**config.mk**
```make
export PLATFORM = sky130hd
export DESIGN_NAME = bus_uart
export DESIGN_NICKNAME = d
export VERILOG_FILES = /design/src/rtl/bus_uart_pkg.sv /design/src/rtl/bus_uart_fifo.sv /design/src/rtl/bus_uart.sv
export SDC_FILE = /design/constraint.sdc
export NUM_CORES = 1
export LEC_CHECK = 0
export CORE_MARGIN = 2
export CORE_UTILIZATION = 35
export DETAILED_ROUTE_END_ITERATION = 8
export PLACE_DENSITY = 0.62
export SETUP_SLACK_MARGIN = 0.2
export SLEW_MARGIN = 20
export SYNTH_ARGS = -nofsm -noshare
export SYNTH_HDL_FRONTEND = slang
export SYNTH_SLANG_ARGS = --single-unit
```
**constraint.sdc**
```tcl
create_clock -name clk -period 8.4 [get_ports clk]
set_input_delay 1.68 -clock clk [delete_from_list [all_inputs] [get_ports clk]]
set_output_delay 1.68 -clock clk [all_outputs]
set_load 0.005 [all_outputs]
```
**src/rtl/bus_uart_pkg.sv**
```systemverilog
// Shared definitions for the bus_uart peripheral: register offsets,
// STATUS bit positions and the state encoding used by both serial FSMs.
package uart_pkg;

  // Register offsets, as word index addr[3:2]
  localparam logic [1:0] REG_DATA   = 2'd0;
  localparam logic [1:0] REG_STATUS = 2'd1;
  localparam logic [1:0] REG_DIV    = 2'd2;

  // STATUS register bit positions
  localparam int ST_TX_FULL   = 0;
  localparam int ST_TX_EMPTY  = 1;
  localparam int ST_RX_VALID  = 2;
  localparam int ST_OVERRUN   = 3;
  localparam int ST_TX_BUSY   = 4;
  localparam int ST_FRAME_ERR = 5;

  // Frame phases, shared by the transmitter and the receiver
  typedef enum logic [1:0] {
    IDLE  = 2'd0,
    START = 2'd1,
    DATA  = 2'd2,
    STOP  = 2'd3
  } uart_state_t;

endpackage

```
**src/rtl/bus_uart_fifo.sv**
```systemverilog
// Synchronous FIFO buffering TX bytes. A push on a full FIFO is accepted
// only when a pop happens in the same cycle; otherwise it is dropped.
module bus_uart_fifo #(
  parameter int WIDTH = 8,
  parameter int DEPTH = 8
) (
  input  logic                     clk,
  input  logic                     rst,
  input  logic                     push_i,
  input  logic [WIDTH-1:0]         wdata_i,
  input  logic                     pop_i,
  output logic [WIDTH-1:0]         rdata_o,
  output logic                     full_o,
  output logic                     empty_o,
  output logic [$clog2(DEPTH):0]   count_o
);

  localparam int AW = $clog2(DEPTH);

  logic [WIDTH-1:0] mem_q [DEPTH];
  logic [AW-1:0]    wr_ptr_q;
  logic [AW-1:0]    rd_ptr_q;
  logic [AW:0]      count_q;
  logic             do_push;
  logic             do_pop;

  assign empty_o = (count_q == '0);
  assign full_o  = (count_q == (AW+1)'(DEPTH));
  assign count_o = count_q;
  assign rdata_o = mem_q[rd_ptr_q];

  assign do_pop  = pop_i & ~empty_o;
  assign do_push = push_i & (~full_o | do_pop);

  // Pointer and occupancy bookkeeping
  always_ff @(posedge clk or posedge rst) begin
    // NOTE: state flops use non-blocking (<=) so every flop samples pre-edge values, modelling real registers.
    if (rst) begin
      wr_ptr_q <= '0;
      rd_ptr_q <= '0;
      count_q  <= '0;
    end else begin
      if (do_push) wr_ptr_q <= wr_ptr_q + 1'b1;
      if (do_pop)  rd_ptr_q <= rd_ptr_q + 1'b1;
      case ({do_push, do_pop})
        2'b10:   count_q <= count_q + 1'b1;
        2'b01:   count_q <= count_q - 1'b1;
        default: ;
      endcase
    end
  end

  // Storage array write port
  always_ff @(posedge clk) begin
    // NOTE: the data array is not reset; entries are only ever read after being written, so a reset buys nothing.
    if (do_push) mem_q[wr_ptr_q] <= wdata_i;
  end

endmodule

```
**src/rtl/bus_uart.sv**
```systemverilog
// Memory-mapped 8N1 UART: bus register interface, FIFO-buffered
// transmitter and single-entry receiver with overrun/framing flags.
module bus_uart
  import uart_pkg::*;
#(
  parameter logic [31:0] BASE_ADDR     = 32'h4000_0000,
  parameter int          TX_FIFO_DEPTH = 8,
  parameter logic [15:0] DEFAULT_DIV   = 16'd103
) (
  input  logic        clk,
  input  logic        rst,
  input  logic [31:0] addr,
  input  logic [31:0] wdata,
  input  logic [3:0]  wmask,
  input  logic        wen,
  input  logic        ren,
  output logic [31:0] rdata,
  output logic        done,
  output logic        active,
  output logic        uart_tx,
  input  logic        uart_rx
);

  localparam int CW = $clog2(TX_FIFO_DEPTH) + 1;

  // Bus side
  logic        accept, wr_acc, rd_acc;
  logic [1:0]  offset;
  logic        done_q;
  logic [31:0] rdata_q, rdata_d;
  logic [31:0] status_word;
  logic [15:0] div_q;

  // Receive holding register and flags
  logic        rx_valid_q, overrun_q, frame_err_q;
  logic [7:0]  rx_byte_q;
  logic        rx_pop, rx_load, ovr_set, w1c;

  // TX FIFO
  logic          fifo_push, fifo_pop, fifo_full, fifo_empty;
  logic [7:0]    fifo_head;
  logic [CW-1:0] fifo_count;

  // Transmitter
  uart_state_t tx_state_q, tx_state_d;
  logic [15:0] tx_cnt_q, tx_cnt_d, tx_div_q, tx_div_d;
  logic [2:0]  tx_bit_q, tx_bit_d;
  logic [7:0]  tx_sh_q, tx_sh_d;
  logic        tx_q, tx_d;
  logic        tx_bit_end, tx_busy;

  // Receiver
  logic        rx_s1_q, rx_s2_q, rx_prev_q;
  uart_state_t rx_state_q, rx_state_d;
  logic [15:0] rx_cnt_q, rx_cnt_d, rx_div_q, rx_div_d;
  logic [2:0]  rx_bit_q, rx_bit_d;
  logic [7:0]  rx_sh_q, rx_sh_d;
  logic [16:0] rx_half;
  logic        rx_mid, rx_bit_end, rx_done, rx_ferr;

  logic unused_bits;
  assign unused_bits = ^{addr[1:0], wdata[31:16], wmask[3:2]};

  // ---------------------------------------------------------------- bus
  assign active  = (addr[31:4] == BASE_ADDR[31:4]);
  assign accept  = (wen | ren) & active & ~done_q;
  assign wr_acc  = accept & wen;
  assign rd_acc  = accept & ~wen;
  assign offset  = addr[3:2];
  assign done    = done_q;
  assign rdata   = rdata_q;
  assign uart_tx = tx_q;

  assign fifo_push = wr_acc & (offset == REG_DATA) & wmask[0];
  assign w1c       = wr_acc & (offset == REG_STATUS) & wmask[0];
  assign rx_pop    = rd_acc & (offset == REG_DATA) & rx_valid_q;
  assign tx_busy   = (tx_state_q != IDLE) | (fifo_count != '0);

  // A byte arriving while the holder is being read out replaces it cleanly
  assign rx_load = rx_done & (~rx_valid_q | rx_pop);
  assign ovr_set = rx_done & rx_valid_q & ~rx_pop;

  // STATUS register image
  always_comb begin
    // NOTE: every always_comb output gets a default first, so no path can leave it unassigned and infer a latch.
    status_word               = '0;
    status_word[ST_TX_FULL]   = fifo_full;
    status_word[ST_TX_EMPTY]  = fifo_empty;
    status_word[ST_RX_VALID]  = rx_valid_q;
    status_word[ST_OVERRUN]   = overrun_q;
    status_word[ST_TX_BUSY]   = tx_busy;
    status_word[ST_FRAME_ERR] = frame_err_q;
  end

  // Read mux; a write (even with ren also high) returns zero
  always_comb begin
    rdata_d = '0;
    if (rd_acc) begin
      case (offset)
        REG_DATA:   rdata_d = {23'b0, rx_valid_q, rx_byte_q};
        REG_STATUS: rdata_d = status_word;
        REG_DIV:    rdata_d = {16'b0, div_q};
        default:    rdata_d = '0;
      endcase
    end
  end

  // Single-cycle response: done and rdata registered one cycle after acceptance
  always_ff @(posedge clk or posedge rst) begin
    if (rst) begin
      done_q  <= 1'b0;
      rdata_q <= '0;
    end else begin
      done_q  <= accept;
      rdata_q <= rdata_d;
    end
  end

  // Baud divisor with byte-masked writes
  always_ff @(posedge clk or posedge rst) begin
    if (rst) begin
      div_q <= DEFAULT_DIV;
    end else if (wr_acc && offset == REG_DIV) begin
      if (wmask[0]) div_q[7:0]  <= wdata[7:0];
      if (wmask[1]) div_q[15:8] <= wdata[15:8];
    end
  end

  // Receive holding register and sticky flags; a set beats a same-cycle clear
  always_ff @(posedge clk or posedge rst) begin
    if (rst) begin
      rx_valid_q  <= 1'b0;
      rx_byte_q   <= '0;
      overrun_q   <= 1'b0;
      frame_err_q <= 1'b0;
    end else begin
      if (rx_load) begin
        rx_valid_q <= 1'b1;
        rx_byte_q  <= rx_sh_q;
      end else if (rx_pop) begin
        rx_valid_q <= 1'b0;
      end
      if (ovr_set)                overrun_q <= 1'b1;
      else if (w1c && wdata[3])   overrun_q <= 1'b0;
      if (rx_ferr)                frame_err_q <= 1'b1;
      else if (w1c && wdata[5])   frame_err_q <= 1'b0;
    end
  end

  bus_uart_fifo #(
    .WIDTH (8),
    .DEPTH (TX_FIFO_DEPTH)
  ) u_tx_fifo (
    .clk     (clk),
    .rst     (rst),
    .push_i  (fifo_push),
    .wdata_i (wdata[7:0]),
    .pop_i   (fifo_pop),
    .rdata_o (fifo_head),
    .full_o  (fifo_full),
    .empty_o (fifo_empty),
    .count_o (fifo_count)
  );

  // ---------------------------------------------------------- transmitter
  // Each bit latches the divisor at its start, so a DIVISOR write only
  // affects the following bit.
  assign tx_bit_end = (tx_cnt_q == tx_div_q);

  // TX next-state: serialize start, 8 data bits LSB first, stop
  always_comb begin
    tx_state_d = tx_state_q;
    tx_cnt_d   = tx_cnt_q + 16'd1;
    tx_div_d   = tx_div_q;
    tx_bit_d   = tx_bit_q;
    tx_sh_d    = tx_sh_q;
    tx_d       = tx_q;
    fifo_pop   = 1'b0;
    unique case (tx_state_q)
      IDLE: begin
        tx_cnt_d = '0;
        if (!fifo_empty) begin
          fifo_pop   = 1'b1;
          tx_sh_d    = fifo_head;
          tx_div_d   = div_q;
          tx_d       = 1'b0;
          tx_state_d = START;
        end
      end
      START: begin
        if (tx_bit_end) begin
          tx_cnt_d   = '0;
          tx_div_d   = div_q;
          tx_bit_d   = 3'd0;
          tx_d       = tx_sh_q[0];
          tx_state_d = DATA;
        end
      end
      DATA: begin
        if (tx_bit_end) begin
          tx_cnt_d = '0;
          tx_div_d = div_q;
          if (tx_bit_q == 3'd7) begin
            tx_d       = 1'b1;
            tx_state_d = STOP;
          end else begin
            tx_bit_d = tx_bit_q + 3'd1;
            tx_sh_d  = tx_sh_q >> 1;
            tx_d     = tx_sh_q[1];
          end
        end
      end
      STOP: begin
        if (tx_bit_end) begin
          tx_cnt_d = '0;
          // Chain straight into the next frame so queued bytes leave gap-free
          if (!fifo_empty) begin
            fifo_pop   = 1'b1;
            tx_sh_d    = fifo_head;
            tx_div_d   = div_q;
            tx_d       = 1'b0;
            tx_state_d = START;
          end else begin
            tx_state_d = IDLE;
          end
        end
      end
    endcase
  end

  // TX state register; line idles high
  always_ff @(posedge clk or posedge rst) begin
    if (rst) begin
      tx_state_q <= IDLE;
      tx_cnt_q   <= '0;
      tx_div_q   <= DEFAULT_DIV;
      tx_bit_q   <= '0;
      tx_sh_q    <= '0;
      tx_q       <= 1'b1;
    end else begin
      tx_state_q <= tx_state_d;
      tx_cnt_q   <= tx_cnt_d;
      tx_div_q   <= tx_div_d;
      tx_bit_q   <= tx_bit_d;
      tx_sh_q    <= tx_sh_d;
      tx_q       <= tx_d;
    end
  end

  // ------------------------------------------------------------- receiver
  // Two-flop synchronizer plus a delayed copy for falling-edge detection
  always_ff @(posedge clk or posedge rst) begin
    if (rst) begin
      rx_s1_q   <= 1'b1;
      rx_s2_q   <= 1'b1;
      rx_prev_q <= 1'b1;
    end else begin
      rx_s1_q   <= uart_rx;
      rx_s2_q   <= rx_s1_q;
      rx_prev_q <= rx_s2_q;
    end
  end

  // Half a bit period, in 17 bits so DIVISOR=0xFFFF does not wrap
  assign rx_half    = ({1'b0, rx_div_q} + 17'd1) >> 1;
  assign rx_mid     = (({1'b0, rx_cnt_q} + 17'd1) >= rx_half);
  assign rx_bit_end = (rx_cnt_q == rx_div_q);

  // RX next-state: qualify start at mid-bit, then sample one period apart
  always_comb begin
    rx_state_d = rx_state_q;
    rx_cnt_d   = rx_cnt_q + 16'd1;
    rx_div_d   = rx_div_q;
    rx_bit_d   = rx_bit_q;
    rx_sh_d    = rx_sh_q;
    rx_done    = 1'b0;
    rx_ferr    = 1'b0;
    unique case (rx_state_q)
      IDLE: begin
        rx_cnt_d = '0;
        if (rx_prev_q && !rx_s2_q) begin
          rx_div_d   = div_q;
          rx_state_d = START;
        end
      end
      START: begin
        if (rx_mid) begin
          rx_cnt_d = '0;
          rx_div_d = div_q;
          rx_bit_d = 3'd0;
          // Line back high at mid-start means a glitch, not a frame
          rx_state_d = rx_s2_q ? IDLE : DATA;
        end
      end
      DATA: begin
        if (rx_bit_end) begin
          rx_cnt_d = '0;
          rx_div_d = div_q;
          rx_sh_d  = {rx_s2_q, rx_sh_q[7:1]};
          if (rx_bit_q == 3'd7) rx_state_d = STOP;
          else                  rx_bit_d   = rx_bit_q + 3'd1;
        end
      end
      STOP: begin
        if (rx_bit_end) begin
          rx_cnt_d   = '0;
          rx_state_d = IDLE;
          if (rx_s2_q) rx_done = 1'b1;
          else         rx_ferr = 1'b1;
        end
      end
    endcase
  end

  // RX state register
  always_ff @(posedge clk or posedge rst) begin
    if (rst) begin
      rx_state_q <= IDLE;
      rx_cnt_q   <= '0;
      rx_div_q   <= DEFAULT_DIV;
      rx_bit_q   <= '0;
      rx_sh_q    <= '0;
    end else begin
      rx_state_q <= rx_state_d;
      rx_cnt_q   <= rx_cnt_d;
      rx_div_q   <= rx_div_d;
      rx_bit_q   <= rx_bit_d;
      rx_sh_q    <= rx_sh_d;
    end
  end

endmodule

```
==> flow_metrics.env <==
export IMPL_io_pins=108
export IMPL_drive_gt1_frac=0.192
export IMPL_drtIter0Drc=359
export IMPL_place_hpwl_mm=15.0
export IMPL_synth_seq_cells=212
export IMPL_vias=6252
export IMPL_path_max_fanout=5
export IMPL_io_buffers=71
export IMPL_reg2reg_depth=13
export IMPL_synth_area_sq_um=10200
export IMPL_fmax_mhz=191
export IMPL_startpoint_type="input pin"
export IMPL_worstPathArrival_ns=3.55
export IMPL_crit_path_end_kind="primary output"
export IMPL_start_util=0.356
export IMPL_track_usage=0.142
export IMPL_clkSlewWorstSetupHoldPaths_ns=0.06
export IMPL_worst_endpoint_required_ns=6.72
export IMPL_yosys_area_share_adder=0.0423
export IMPL_path_cells="clkdlybuf4s50_1 -> nor4_1 -> nand4_1 -> nor2_1 -> clkdlybuf4s50_1"
export IMPL_ys_types=67
export IMPL_synthMuxAreaShare=0.136
export IMPL_finalHoldViolations=0
export IMPL_drc_errors=0
export IMPL_rr_endpoint="rx_div_q[15]"
export IMPL_finalCriticalPeriod_ns=5.23
export IMPL_path_class="in -> out"
export IMPL_worstMarginPinSlew_ns=0.958
export IMPL_hold_path_class="reg -> reg"
export IMPL_cts_buffers_inserted=24
export IMPL_setup_worst_path_end="active"
export IMPL_grt_pass1_wl_mm=34.6
export IMPL_synth_async_sr_flop_share=0.698
export IMPL_synth_simple_area_share=0.121
export IMPL_synth_edf_count=64
export IMPL_r2r_start="rx_div_q[2]"
export IMPL_grt_setup_unrepaired="no"
export IMPL_max_stage_delay_ns=0.58
export IMPL_wirelength_mm=21.3
export IMPL_cts_resized=0
export IMPL_setup_viol_count_final=0
export IMPL_holdBufCountCts=0
export IMPL_clockBufferDepth=3
export IMPL_cap_violations=0
export IMPL_insertion_delay_ns=0.52
export IMPL_antenna_found_initial=0
export IMPL_vias_per_cell=4.92
export IMPL_h_tree_depth=1
export IMPL_vdd_drop_max_mv=0.131
export IMPL_final_cell_mix="dfrtp_1 (128), clkdlybuf4s50_1 (71), mux2_2 (65), edfxtp_1 (64), nor2_1 (50)"
export IMPL_core_area_sq_um=28800
export IMPL_syn_to_final_growth_pct=18.8
export IMPL_layout_nets=975
export IMPL_rrSetupSlack_ns=4.39
export IMPL_postCtsSetupBuffers=0
export IMPL_die_width_microns=175
export IMPL_drt_pass1_iter_count=7
export IMPL_n_antenna_cell=0
export IMPL_row_count=62
export IMPL_fin_hold_ws_ns=0.362
export IMPL_grt_pass1_vias=6415
export IMPL_gr_total_overflow=0
export IMPL_synth_xor_area_share=0.0684
export IMPL_crit_start="addr[6]"
export IMPL_tns_ns=0
export IMPL_cts_root_buf="clkbuf_16"
export IMPL_cellLeakagePower_nw=4.96
export IMPL_multi_input_area_sq_um=4390
export IMPL_dieArea_sq_um=30600
export IMPL_grt_max_degree=90
export IMPL_powerDensity_nw_per_um2=221
export IMPL_yosysSeqAreaShare=0.552
export IMPL_slew_headroom=0.361
export IMPL_clock_skew_ns=0.0182
export IMPL_avgSynthCellArea_sq_um=13.1
export IMPL_synth_top_family_by_area="multiplexers"
export IMPL_synth_main_ff_cell="dfrtp_1"
export IMPL_path_common_cell="clkdlybuf4s50_1"
export IMPL_die_h_microns=175
export IMPL_gp_congestion=0.788
export IMPL_synth_cells=782
export IMPL_tritoncts="yes"
export IMPL_synth_compound_area_frac=0.0528
export IMPL_ant_nets=0
export IMPL_status="finished, final reports clean"
export IMPL_min_delay_start="rx_s1_q"
export IMPL_cts_sinks=212
export IMPL_period_share=0.622
export IMPL_regArea_sq_um=5650
export IMPL_final_max_slew_viol_count=0
export IMPL_ys_warn_count=0
export IMPL_fillers=2654
export IMPL_slowest_stage="clkdlybuf4s50_1"
export IMPL_final_common_cell="dfrtp_1"
export IMPL_post_drt_wl_per_cell_microns=16.7
[critical path: cells and delay by family]
kind	cells	cell delay [ns]
buffers and inverters	2	0.98
and+or+nand+nor	3	0.88
[where the power goes]
group | total [W] | internal, W | switching [W]
clock network | 0.00105 | 0.000635 | 0.000412
registers | 0.00118 | 0.00112 | 0.0000568
logic | 0.000464 | 0.000232 | 0.000232
[stage by stage]
step	util	instances	cell area (sq um)	power [W]	worst slack [ns]
3_3_place_gp	0.394	1226	11300	0.00166	3.13
6_report	0.423	1270	12200	0.00269	3.17
5_1_grt	0.423	1270	12200	0.00282	2.94
4_1_cts	0.422	1270	12200	0.00272	3.13
2_1_floorplan	-	797	10300	0.00156	2.77
3_5_place_dp	0.394	1226	11300	0.00167	3.14
[state kept, by name, indices dropped and copies added, names as in the netlist, 2 cells and up, named ones only]
name / count
div_q: 16
rdata: 16
rx_bit_q: 3
rx_byte_q: 8
rx_cnt_q: 16
rx_div_q: 16
rx_sh_q: 8
tx_bit_q: 3
tx_cnt_q: 16
tx_div_q: 16
tx_sh_q: 8
tx_state_q: 2
u_tx_fifo.count_o: 4
u_tx_fifo.mem_q: 64
u_tx_fifo.rd_ptr_q: 3
u_tx_fifo.wr_ptr_q: 3
[cell families after synthesis]
| kind of cell | Yosys count |
|---|---|
| AND/OR/NAND/NOR | 225 |
| flip-flops | 212 |
| multiplexers | 109 |
| XOR/XNOR | 80 |
| AO/OA/AOI/OAI | 71 |
| buffers and inverters | 50 |
| adder cells (fa/ha/maj) | 34 |
| other | 1 |
[worst min-delay path by stage]
stage                   end  depth (start not counted)
floorplan           rx_s2_q                          0
global placement    rx_s2_q                          0
detailed placement  rx_s2_q                          0
CTS                 rx_s2_q                          0
global route        rx_s2_q                          0
finish              rx_s2_q                          0
[synthesized netlist by cell type (all sizes together), types with 9 or more instances]
| cell type | number | area share |
|---|---|---|
| buf | 25 | 0.018 |
| mux2 | 75 | 0.082 |
| dfrtp | 129 | 0.32 |
| nand3 | 24 | 0.012 |
| inv | 15 | 0.0055 |
| nor2b | 21 | 0.013 |
| and2 | 12 | 0.0073 |
| clkbuf | 10 | 0.0037 |
| nor3 | 14 | 0.0068 |
| mux2i | 18 | 0.018 |
| edfxtp | 64 | 0.19 |
| mux4 | 16 | 0.035 |
| ha | 33 | 0.040 |
| xor2 | 41 | 0.035 |
| xnor2 | 39 | 0.033 |
| nand2 | 37 | 0.014 |
| nand4 | 17 | 0.012 |
| a21oi | 19 | 0.0097 |
| nor4 | 19 | 0.015 |
| nor2 | 52 | 0.020 |
| o21ai | 16 | 0.0089 |
| and3 | 9 | 0.0055 |
| dfstp | 19 | 0.049 |
[per-layer routing]
layer	share of wire	routed length, microns	global-route usage	up-vias
li1	-	-	-	3008
met1	0.48	10300	0.203	3087
met2	0.46	9700	0.227	135
met3	0.048	1010	0.0231	22
met4	0.013	286	0.0309	0
met5	0	0	0	-
[cell type report]
| class | instances | share of cell area |
|---|---|---|
| Clock buffer | 33 | 0.0564 |
| Clock inverter | 11 | 0.00998 |
| Inverter | 15 | 0.00504 |
| Multi-Input combinational cell | 535 | 0.361 |
| Sequential cell | 212 | 0.465 |
| Tap cell | 384 | 0.0395 |
| Timing Repair Buffer | 80 | 0.0640 |
No activity file was read; power rests on OpenSTA's default activity.
